$ cat src/rtl/arf_pkg.sv
// Shared encodings for the address register file: operation codes and step sizes.
package arf_pkg;

  typedef enum logic [1:0] {
    FS_DEC  = 2'b00,
    FS_INC  = 2'b01,
    FS_LOAD = 2'b10,
    FS_CLR  = 2'b11
  } fun_sel_e;

  typedef enum logic [1:0] {
    STEP_1 = 2'b00,
    STEP_2 = 2'b01,
    STEP_4 = 2'b10,
    STEP_8 = 2'b11
  } step_e;

  localparam int unsigned AMOUNT_W = 4;

  function automatic logic [AMOUNT_W-1:0] step_to_amount(input logic [1:0] step);
    return AMOUNT_W'(1) << step;
  endfunction

endpackage

$ cat src/rtl/addr_reg_cell.sv
// One address register: clear, load, increment/decrement by a given amount.
module addr_reg_cell
  import arf_pkg::*;
#(
  parameter int unsigned          WIDTH     = 16,
  parameter logic [WIDTH-1:0]     RESET_VAL = '0
) (
  input  logic                    clk,
  input  logic                    rst,
  input  logic                    en,
  input  logic                    hold,
  input  fun_sel_e                fun_sel,
  input  logic [AMOUNT_W-1:0]     amount,
  input  logic [WIDTH-1:0]        d,
  output logic [WIDTH-1:0]        q
);

  always_ff @(posedge clk) begin
    if (rst) begin
      q <= RESET_VAL;
    end else if (en && !hold) begin
      case (fun_sel)
        FS_DEC:  q <= q - WIDTH'(amount);
        FS_INC:  q <= q + WIDTH'(amount);
        FS_LOAD: q <= d;
        FS_CLR:  q <= '0;
        default: q <= q;
      endcase
    end
  end

endmodule

$ cat src/rtl/address_register_file_param.sv
// Parametrised address register file with a guarded, downward-growing stack pointer
// and two combinational read ports.
module address_register_file_param
  import arf_pkg::*;
#(
  parameter int unsigned      WIDTH    = 16,
  parameter int unsigned      NUM_REGS = 4,
  parameter int unsigned      PC_IDX   = 0,
  parameter int unsigned      SP_IDX   = 1,
  parameter logic [WIDTH-1:0] PC_RESET = 16'h0000,
  parameter logic [WIDTH-1:0] SP_BASE  = 16'h07FF,
  parameter logic [WIDTH-1:0] SP_LIMIT = 16'h0400,
  localparam int unsigned     SEL_W    = $clog2(NUM_REGS)
) (
  input  logic                Clock,
  input  logic                Reset,
  input  logic [WIDTH-1:0]    I,
  input  logic [1:0]          FunSel,
  input  logic [1:0]          Step,
  input  logic [NUM_REGS-1:0] RegSel,
  input  logic [SEL_W-1:0]    OutCSel,
  input  logic [SEL_W-1:0]    OutDSel,
  output logic [WIDTH-1:0]    OutC,
  output logic [WIDTH-1:0]    OutD,
  output logic                SpOverflow,
  output logic                SpUnderflow
);

  logic [NUM_REGS-1:0][WIDTH-1:0] regs;
  fun_sel_e                       fs;
  logic [AMOUNT_W-1:0]            amount;
  logic [WIDTH:0]                 sp_ext;
  logic [WIDTH:0]                 amount_ext;
  logic                           sp_en;
  logic                           dec_viol;
  logic                           inc_viol;
  logic                           sp_hold;

  assign fs         = fun_sel_e'(FunSel);
  assign amount     = step_to_amount(Step);
  assign sp_en      = RegSel[SP_IDX];
  assign sp_ext     = {1'b0, regs[SP_IDX]};
  assign amount_ext = (WIDTH + 1)'(amount);

  // Compare with one extra bit so the bound check never sees a wrapped result.
  assign dec_viol = sp_ext < ({1'b0, SP_LIMIT} + amount_ext);
  assign inc_viol = (sp_ext + amount_ext) > {1'b0, SP_BASE};
  assign sp_hold  = sp_en && (((fs == FS_DEC) && dec_viol) || ((fs == FS_INC) && inc_viol));

  for (genvar k = 0; k < NUM_REGS; k++) begin : g_cell
    localparam logic [WIDTH-1:0] RV = (k == SP_IDX) ? SP_BASE :
                                      (k == PC_IDX) ? PC_RESET : '0;
    addr_reg_cell #(
      .WIDTH     (WIDTH),
      .RESET_VAL (RV)
    ) u_cell (
      .clk     (Clock),
      .rst     (Reset),
      .en      (RegSel[k]),
      .hold    ((k == SP_IDX) ? sp_hold : 1'b0),
      .fun_sel (fs),
      .amount  (amount),
      .d       (I),
      .q       (regs[k])
    );
  end

  always_ff @(posedge Clock) begin
    if (Reset) begin
      SpOverflow  <= 1'b0;
      SpUnderflow <= 1'b0;
    end else if (sp_en) begin
      case (fs)
        FS_LOAD: begin
          SpOverflow  <= 1'b0;
          SpUnderflow <= 1'b0;
        end
        FS_DEC: if (dec_viol) SpOverflow <= 1'b1;
        FS_INC: if (inc_viol) SpUnderflow <= 1'b1;
        default: ;
      endcase
    end
  end

  // Selects beyond NUM_REGS match no entry and read as zero.
  always_comb begin
    OutC = '0;
    OutD = '0;
    for (int unsigned k = 0; k < NUM_REGS; k++) begin
      if (OutCSel == SEL_W'(k)) OutC = regs[k];
      if (OutDSel == SEL_W'(k)) OutD = regs[k];
    end
  end

endmodule

$ cat config.mk
export PLATFORM = sky130hd
export DESIGN_NAME = address_register_file_param
export DESIGN_NICKNAME = d
export VERILOG_FILES = /design/src/rtl/arf_pkg.sv /design/src/rtl/addr_reg_cell.sv /design/src/rtl/address_register_file_param.sv
export SDC_FILE = /design/constraint.sdc
export NUM_CORES = 1
export LEC_CHECK = 0
export CORE_MARGIN = 4
export CORE_UTILIZATION = 53
export DETAILED_ROUTE_END_ITERATION = 16
export GPL_TIMING_DRIVEN = 1
export PLACE_DENSITY = 0.77
export SLEW_MARGIN = 30
export SYNTH_ARGS = -nofsm -noshare
export SYNTH_HDL_FRONTEND = slang
export SYNTH_SLANG_ARGS = --single-unit
$ cat constraint.sdc
create_clock -name Clock -period 4.2 [get_ports Clock]
set_input_delay 0.84 -clock Clock [delete_from_list [all_inputs] [get_ports Clock]]
set_output_delay 0.84 -clock Clock [all_outputs]
set_load 0.01 [all_outputs]
# [Word-level counts from Yosys, hierarchy flattened]
# Index checks and enable logic that the tools add are counted.
[word_totals] ff_bits=66 word_cells=59
[classes] order_cmp=2 n_reduce_logical=13 n_eq_ne=11 shift=1 n_mux=16 n_addsub=10
[op_table] op="$pmux 16 s4" count=4
[op_table] op="$mux 16" count=8
[op_table] op="$add 16x4->16" count=4
[op_table] op="$sub 16x4->16" count=4
[op_table] op="$add 16x4->17" count=1
[op_table] op="$gt 17x11->1 const B" count=1
[op_table] op="$lt 16x12->1" count=1
[op_table] op="$add 11x4->12 const A" count=1
[op_table] op="$eq 2x2->1 const B" count=6
[op_table] op="$eq 2x1->1 const B" count=3
[op_table] op="$logic_not 2->1" count=3
[op_table] op="$reduce_and 3->1" count=2
[op_table] op="$logic_and 1x1->1" count=4
[op_table] op="$ne 2x2->1 const B" count=2
[op_table] op="$pmux 1 s2" count=2
[op_table] op="$reduce_bool 2->1" count=2
[op_table] op="$shl 1x2->4 const A" count=1
[op_table] op="$mux 1" count=2
[op_table] op="$logic_not 1->1" count=1
[op_table] op="$logic_or 1x1->1" count=1

# [Longest topological paths before layout]
[depth] ltp_word=8 mapped_depth=12 ltp_nobuf=12

# [By module]
# A second synthesis with hierarchy kept.
[hier_totals] cells_unflattened=945 hier_area_um2=7654.8
[modules_own_cells] module="addr_reg_cell (g_cell[0].u_cell ...)" cells_per_inst=207 area_each_um2=1556.5 instances=2 seq_area_each_um2=320.3
[modules_own_cells] module="addr_reg_cell (g_cell[1].u_cell)" cells_per_inst=222 area_each_um2=1682.9 instances=1 seq_area_each_um2=320.3
[modules_own_cells] module="addr_reg_cell (g_cell[2].u_cell)" cells_per_inst=200 area_each_um2=1595.3 instances=1 seq_area_each_um2=320.3
[modules_own_cells] module="address_register_file_param" cells_per_inst=109 area_each_um2=1263.7 instances=1 seq_area_each_um2=40.0

# [Least setup slack after synthesis]
# No wires, ideal clock.
[synth_path] kind="input port to flip-flop" start="in FunSel[1]" end="reg g_cell[2].u_cell.q[15]" setup_slack_ns=0.141 arrival_ns=3.940 path_buffers=1 path_stages=11 required_ns=4.081 cell_sequence="clkbuf_1 -> nor2_1 -> inv_1 -> ha_1 -> a21o_1 -> a311o_1 -> nor3_2 -> a211oi_1 -> or4_4 -> a41oi_1 -> o21ai_1"
[synth_between] elab_chain_len=2 word_cells_on_any_way=5 cone_classes="eq/ne (3); mux (1); reduce/logical (1)"
[synth_rtl] item="start, declared" line="address_register_file_param.sv:18" rtl="input logic [1:0] FunSel,"
[synth_rtl] item="$eq 2x2->1, or another cell as far along" line="addr_reg_cell.sv:22" rtl="case (fun_sel)"
[synth_rtl] item="$pmux 16 s4 (*)" line="addr_reg_cell.sv:22"
[synth_rtl] item="end signal, assigned" line="addr_reg_cell.sv:23" rtl="FS_DEC: q <= q - WIDTH'(amount);"
[synth_rtl] item="end signal, assigned" line="addr_reg_cell.sv:24" rtl="FS_INC: q <= q + WIDTH'(amount);"
[synth_rtl] item="end signal, assigned" line="addr_reg_cell.sv:27" rtl="default: q <= q;"
[synth_rtl] item="end, declared" line="addr_reg_cell.sv:15" rtl="output logic [WIDTH-1:0] q"
# Every way passes the cells marked *; elsewhere a longest branch is shown, timed or not.
# A chain may end at the register's enable or synchronous reset.

# [Final worst setup path]
[layout_path] start="in FunSel[0]" end="reg g_cell[2].u_cell.q[12]"
# Same word-level chain as after synthesis.

==> metrics.md <==
| Metric | Value |
|---|---|
| Outcome | finished clean |
| First-pass GRT wire length | 31.88 mm |
| Kind of critical path | in2reg |
| CP cell instances | clkdlybuf4s50_1, inv_1, nor2_1, o21ai_0, buf_4, fa_1, a211oi_1, o21a_1, o31ai_1, or3_1, a31oi_1, xor2_1, o211a_1, nor3_1 |
| Register area | 1321 sq um |
| Antenna Nets Post-Route | 0 |
| Worst-path maximum fanout | 8 |
| Hold Path Class | reg2reg |
| Drt first pass iters | 6 |
| Vias in the first global route | 6233 |
| Clock share of power | 28.2% |
| Gpl congestion | 0.9698 |
| Crit path buf inv count | 3 |
| Area contributors post-synth | dfxtp_1, ha_1, mux4_2, nor2_1, a21oi_1 |
| Fin crit share | 91.91% |
| Vias per std cell | 6.640 |
| Family with the most delay on the worst path | compound AO/OA/AOI/OAI gates |
| Post-DP HPWL | 14.80 mm |
| PostCTS Resize Cnt | 0 |
| Most used DFF post-synth | dfxtp_1 |
| Worst clock skew | 0.004761 ns |
| Psw | 0.001023 W |
| F_max | 0.2590 GHz |
| Die Area | 14040 sq um |
| Placed Cells | 952 |
| Nets@finish | 917 |
| Worst-Skew Late Latency | 0.35 ns |
| Pleak | 3.140 nW |
| DR DRC count | 0 |
| Largest net degree at the start of global routing | 72 |
| Post-Syn Instances | 756 |
| Post-CTS Hold Fix Bufs | 0 |
| Gr ovfl total | 0 |
| Share of cells above drive strength 1 | 10.48% |
| Area Growth Syn to Fin | 17.62% |
| DP Area | 7311 sq um |
| Delay of the slowest cell on the worst path | 0.49 ns |
| Final Max Tran Viols | 0 |
| Actual transition at the worst max-transition pin | 0.8478 ns |
| Sequential Power Share | 28.5% |
| Comb power frac | 43.3% |
| Sw frac | 36.50% |
| Post-CTS setup buffers | 0 |
| DR vias | 6428 |
| Htree depth | 3 |
| RSZ-0062 raised after global routing | false |
| Multi-input logic area | 4895 sq um |
| MaxCap Viol Count | 0 |
| Flop2flop setup slack | 1.39 ns |
| Crit-path slowest cell | clkdlybuf4s50_1 |
| Row count | 40 |
| Startpoint types | input pin |
| Port Buffer Count | 63 |
| Total Routed Length | 19.85 mm |
| Fillers | 1061 |
| Library cells used by synthesis | 66 |
| Setup violations, final | 0 |
| EDFF count, synth | 0 |
| #FFs+latches synth | 66 |
| Post-synth net total | 857 |
| P_int | 0.001779 W |
| Initial antenna violation count | 0 |
| 1st-iter DRT viols | 602 |
| DR WL/cell | 20.51 um |
| Asr flop ratio synth | 0% |
| Post-Synthesis Cell Area | 6470 sq um |
| Power Total | 0.002801 W |
| Setup TNS | 0 ns |
| GRT Util Overall | 28.15% |
| CTS tree | yes |
| Final min period | 3.860 ns |
| IO Count | 64 |
| Final hold vios | 0 |
| TritonCTS buffer count | 9 |
| Slew HR | 43.30% |
| Peak supply drop | 0.2621 mV |
| CTS root buffer | clkbuf_16 |
| Core ar. | 11960 sq um |
| Clock-pin slew on the worst setup and hold paths | 0.06 ns |
| Critical Path RT | 4.47 ns |
| CTS Sinks | 66 |
| Chip height | 118.5 um |
| PwrDens | 368.1 nW/um^2 |
| Worst Path Arrival | 4.13 ns |
| Synth top area share | 20.42% |
| Initial core utilization | 54.09% |
| Type of destination of the critical path | register |
| Avg Cell Area, Syn | 8.558 sq um |
| Sequential area share after synthesis | 20.42% |
| Clock Tree Buf Depth | 2 |
| Ant. Diodes | 0 |
| Fin cells | 968 |
| Yosys warning count | 0 |
| Post-synth top area cell | dfxtp_1 |
| Die width | 118.5 um |
| Fin area | 7610 sq um |
-- cell families (layout without fill, tap and decap cells) --
| family | count (synthesis) | count (layout) | synth area share, % |
|---|---|---|---|
| AOI/OAI and AO/OA | 252 | 252 | 26.78 |
| and+or+nand+nor | 222 | 222 | 16.69 |
| adders and majority gates | 71 | 71 | 14.19 |
| DFF | 66 | 66 | 20.42 |
| buffers and inverters | 63 | 128 | 3.926 |
| xor gates and xnor gates | 46 | 46 | 6.227 |
| muxes | 36 | 36 | 11.76 |
-- metrics by stage --
| stage | setup WS [ns] | hold WS [ns] | utilization, % |
|---|---|---|---|
| after CTS | 0.3416 | 0.4834 | 63.62 |
| final | 0.3396 | 0.4844 | 63.62 |
| after floorplan | 0.1411 | 0.4632 | - |
| after global routing | 0.005345 | 0.4990 | 63.62 |
| after global placement | 0.1873 | 0.4570 | 61.12 |
| after detailed placement | -0.003947 | 0.4714 | 61.12 |
-- layer usage --
| metal | track usage, % | part of all wire [%] |
|---|---|---|
| met1 | 36.86 | 43 |
| met2 | 45.73 | 47 |
| met3 | 6.507 | 7.0 |
| met4 | 9.776 | 2.6 |
| met5 | 0 | 0 |
-- Yosys cell counts, types with 5 or more instances --
master    count
a211oi_1     13
xor2_1       21
nor2b_1       7
and3_1        5
nor3_1       28
ha_1         67
a21oi_1      47
nor3b_1       7
xnor2_1      25
nand2b_1     23
a311oi_1      8
mux4_2       32
nor2_1       75
inv_1        24
a21o_1       15
o21a_1       14
clkbuf_1     30
o21ai_0      30
o211a_1       8
o211ai_1     25
a31oi_1       6
a211o_1      13
o21bai_1     12
o21ai_1      32
nand3_1      18
dfxtp_1      66
nand2_1      37
-- power groups by stage --
stage	sequential, W	clock [W]	combinational (W)
after floorplan	0.000760	0	0.000876
after global placement	0.000800	0	0.00116
after detailed placement	0.000807	0	0.00119
after CTS	0.000794	0.000801	0.00120
after global routing	0.000806	0.000822	0.00133
final	0.000798	0.000791	0.00121
-- flip-flops by register name, indices dropped and copies added, names as in the netlist --
| register | count |
|---|---|
| SpUnderflow | 1 |
| g_cell.u_cell.q | 64 |
| SpOverflow | 1 |
-- cell type report --
cell class	instances	share of cell area, %
clock buffers	14	3.469
clock inverters	2	0.4604
inverters	24	1.184
repair buffers	88	10.79
multi-input cells	627	64.32
flip-flops and latches	66	17.36
well taps	147	2.417
-- path summary, 6_finish.rpt --
check,depth (start not counted),endpoint,from
worst min-delay path,2,SpUnderflow,SpUnderflow
worst max register to register,10,g_cell[2].u_cell.q[12],g_cell[2].u_cell.q[0]
worst min register to register,2,SpUnderflow,SpUnderflow
worst max-delay path,14,g_cell[2].u_cell.q[12],FunSel[0]
-- worst min-delay path, cell delays in order, from the launching register on --
cell     delay (ns)
dfxtp_1        0.32
nand2_1        0.06
a21oi_1        0.06
-- cell usage in the layout, fill, tap and decap left out, types with 3 or more instances in the layout --
| cell type | Yosys | final |
|---|---|---|
| a211o_1 | 13 | 13 |
| a211oi_1 | 13 | 13 |
| a21o_1 | 15 | 15 |
| a21oi_1 | 47 | 47 |
| a311oi_1 | 8 | 8 |
| a31oi_1 | 6 | 6 |
| and3_1 | 5 | 5 |
| buf_4 | 2 | 24 |
| clkbuf_1 | 30 | 3 |
| clkbuf_16 | 0 | 9 |
| clkdlybuf4s50_1 | 0 | 61 |
| dfxtp_1 | 66 | 66 |
| fa_1 | 4 | 4 |
| ha_1 | 67 | 67 |
| inv_1 | 24 | 24 |
| mux2i_1 | 4 | 4 |
| mux4_2 | 32 | 32 |
| nand2_1 | 37 | 37 |
| nand2b_1 | 23 | 23 |
| nand3_1 | 18 | 18 |
| nand4_1 | 4 | 4 |
| nor2_1 | 75 | 75 |
| nor2b_1 | 7 | 7 |
| nor3_1 | 28 | 28 |
| nor3b_1 | 7 | 7 |
| nor4_1 | 4 | 4 |
| o211a_1 | 8 | 8 |
| o211ai_1 | 25 | 25 |
| o21a_1 | 14 | 14 |
| o21ai_0 | 30 | 30 |
| o21ai_1 | 32 | 32 |
| o21bai_1 | 12 | 12 |
| o311ai_0 | 4 | 4 |
| or3_1 | 3 | 3 |
| xnor2_1 | 25 | 25 |
| xor2_1 | 21 | 21 |
Power figures use the tool's default switching activity.
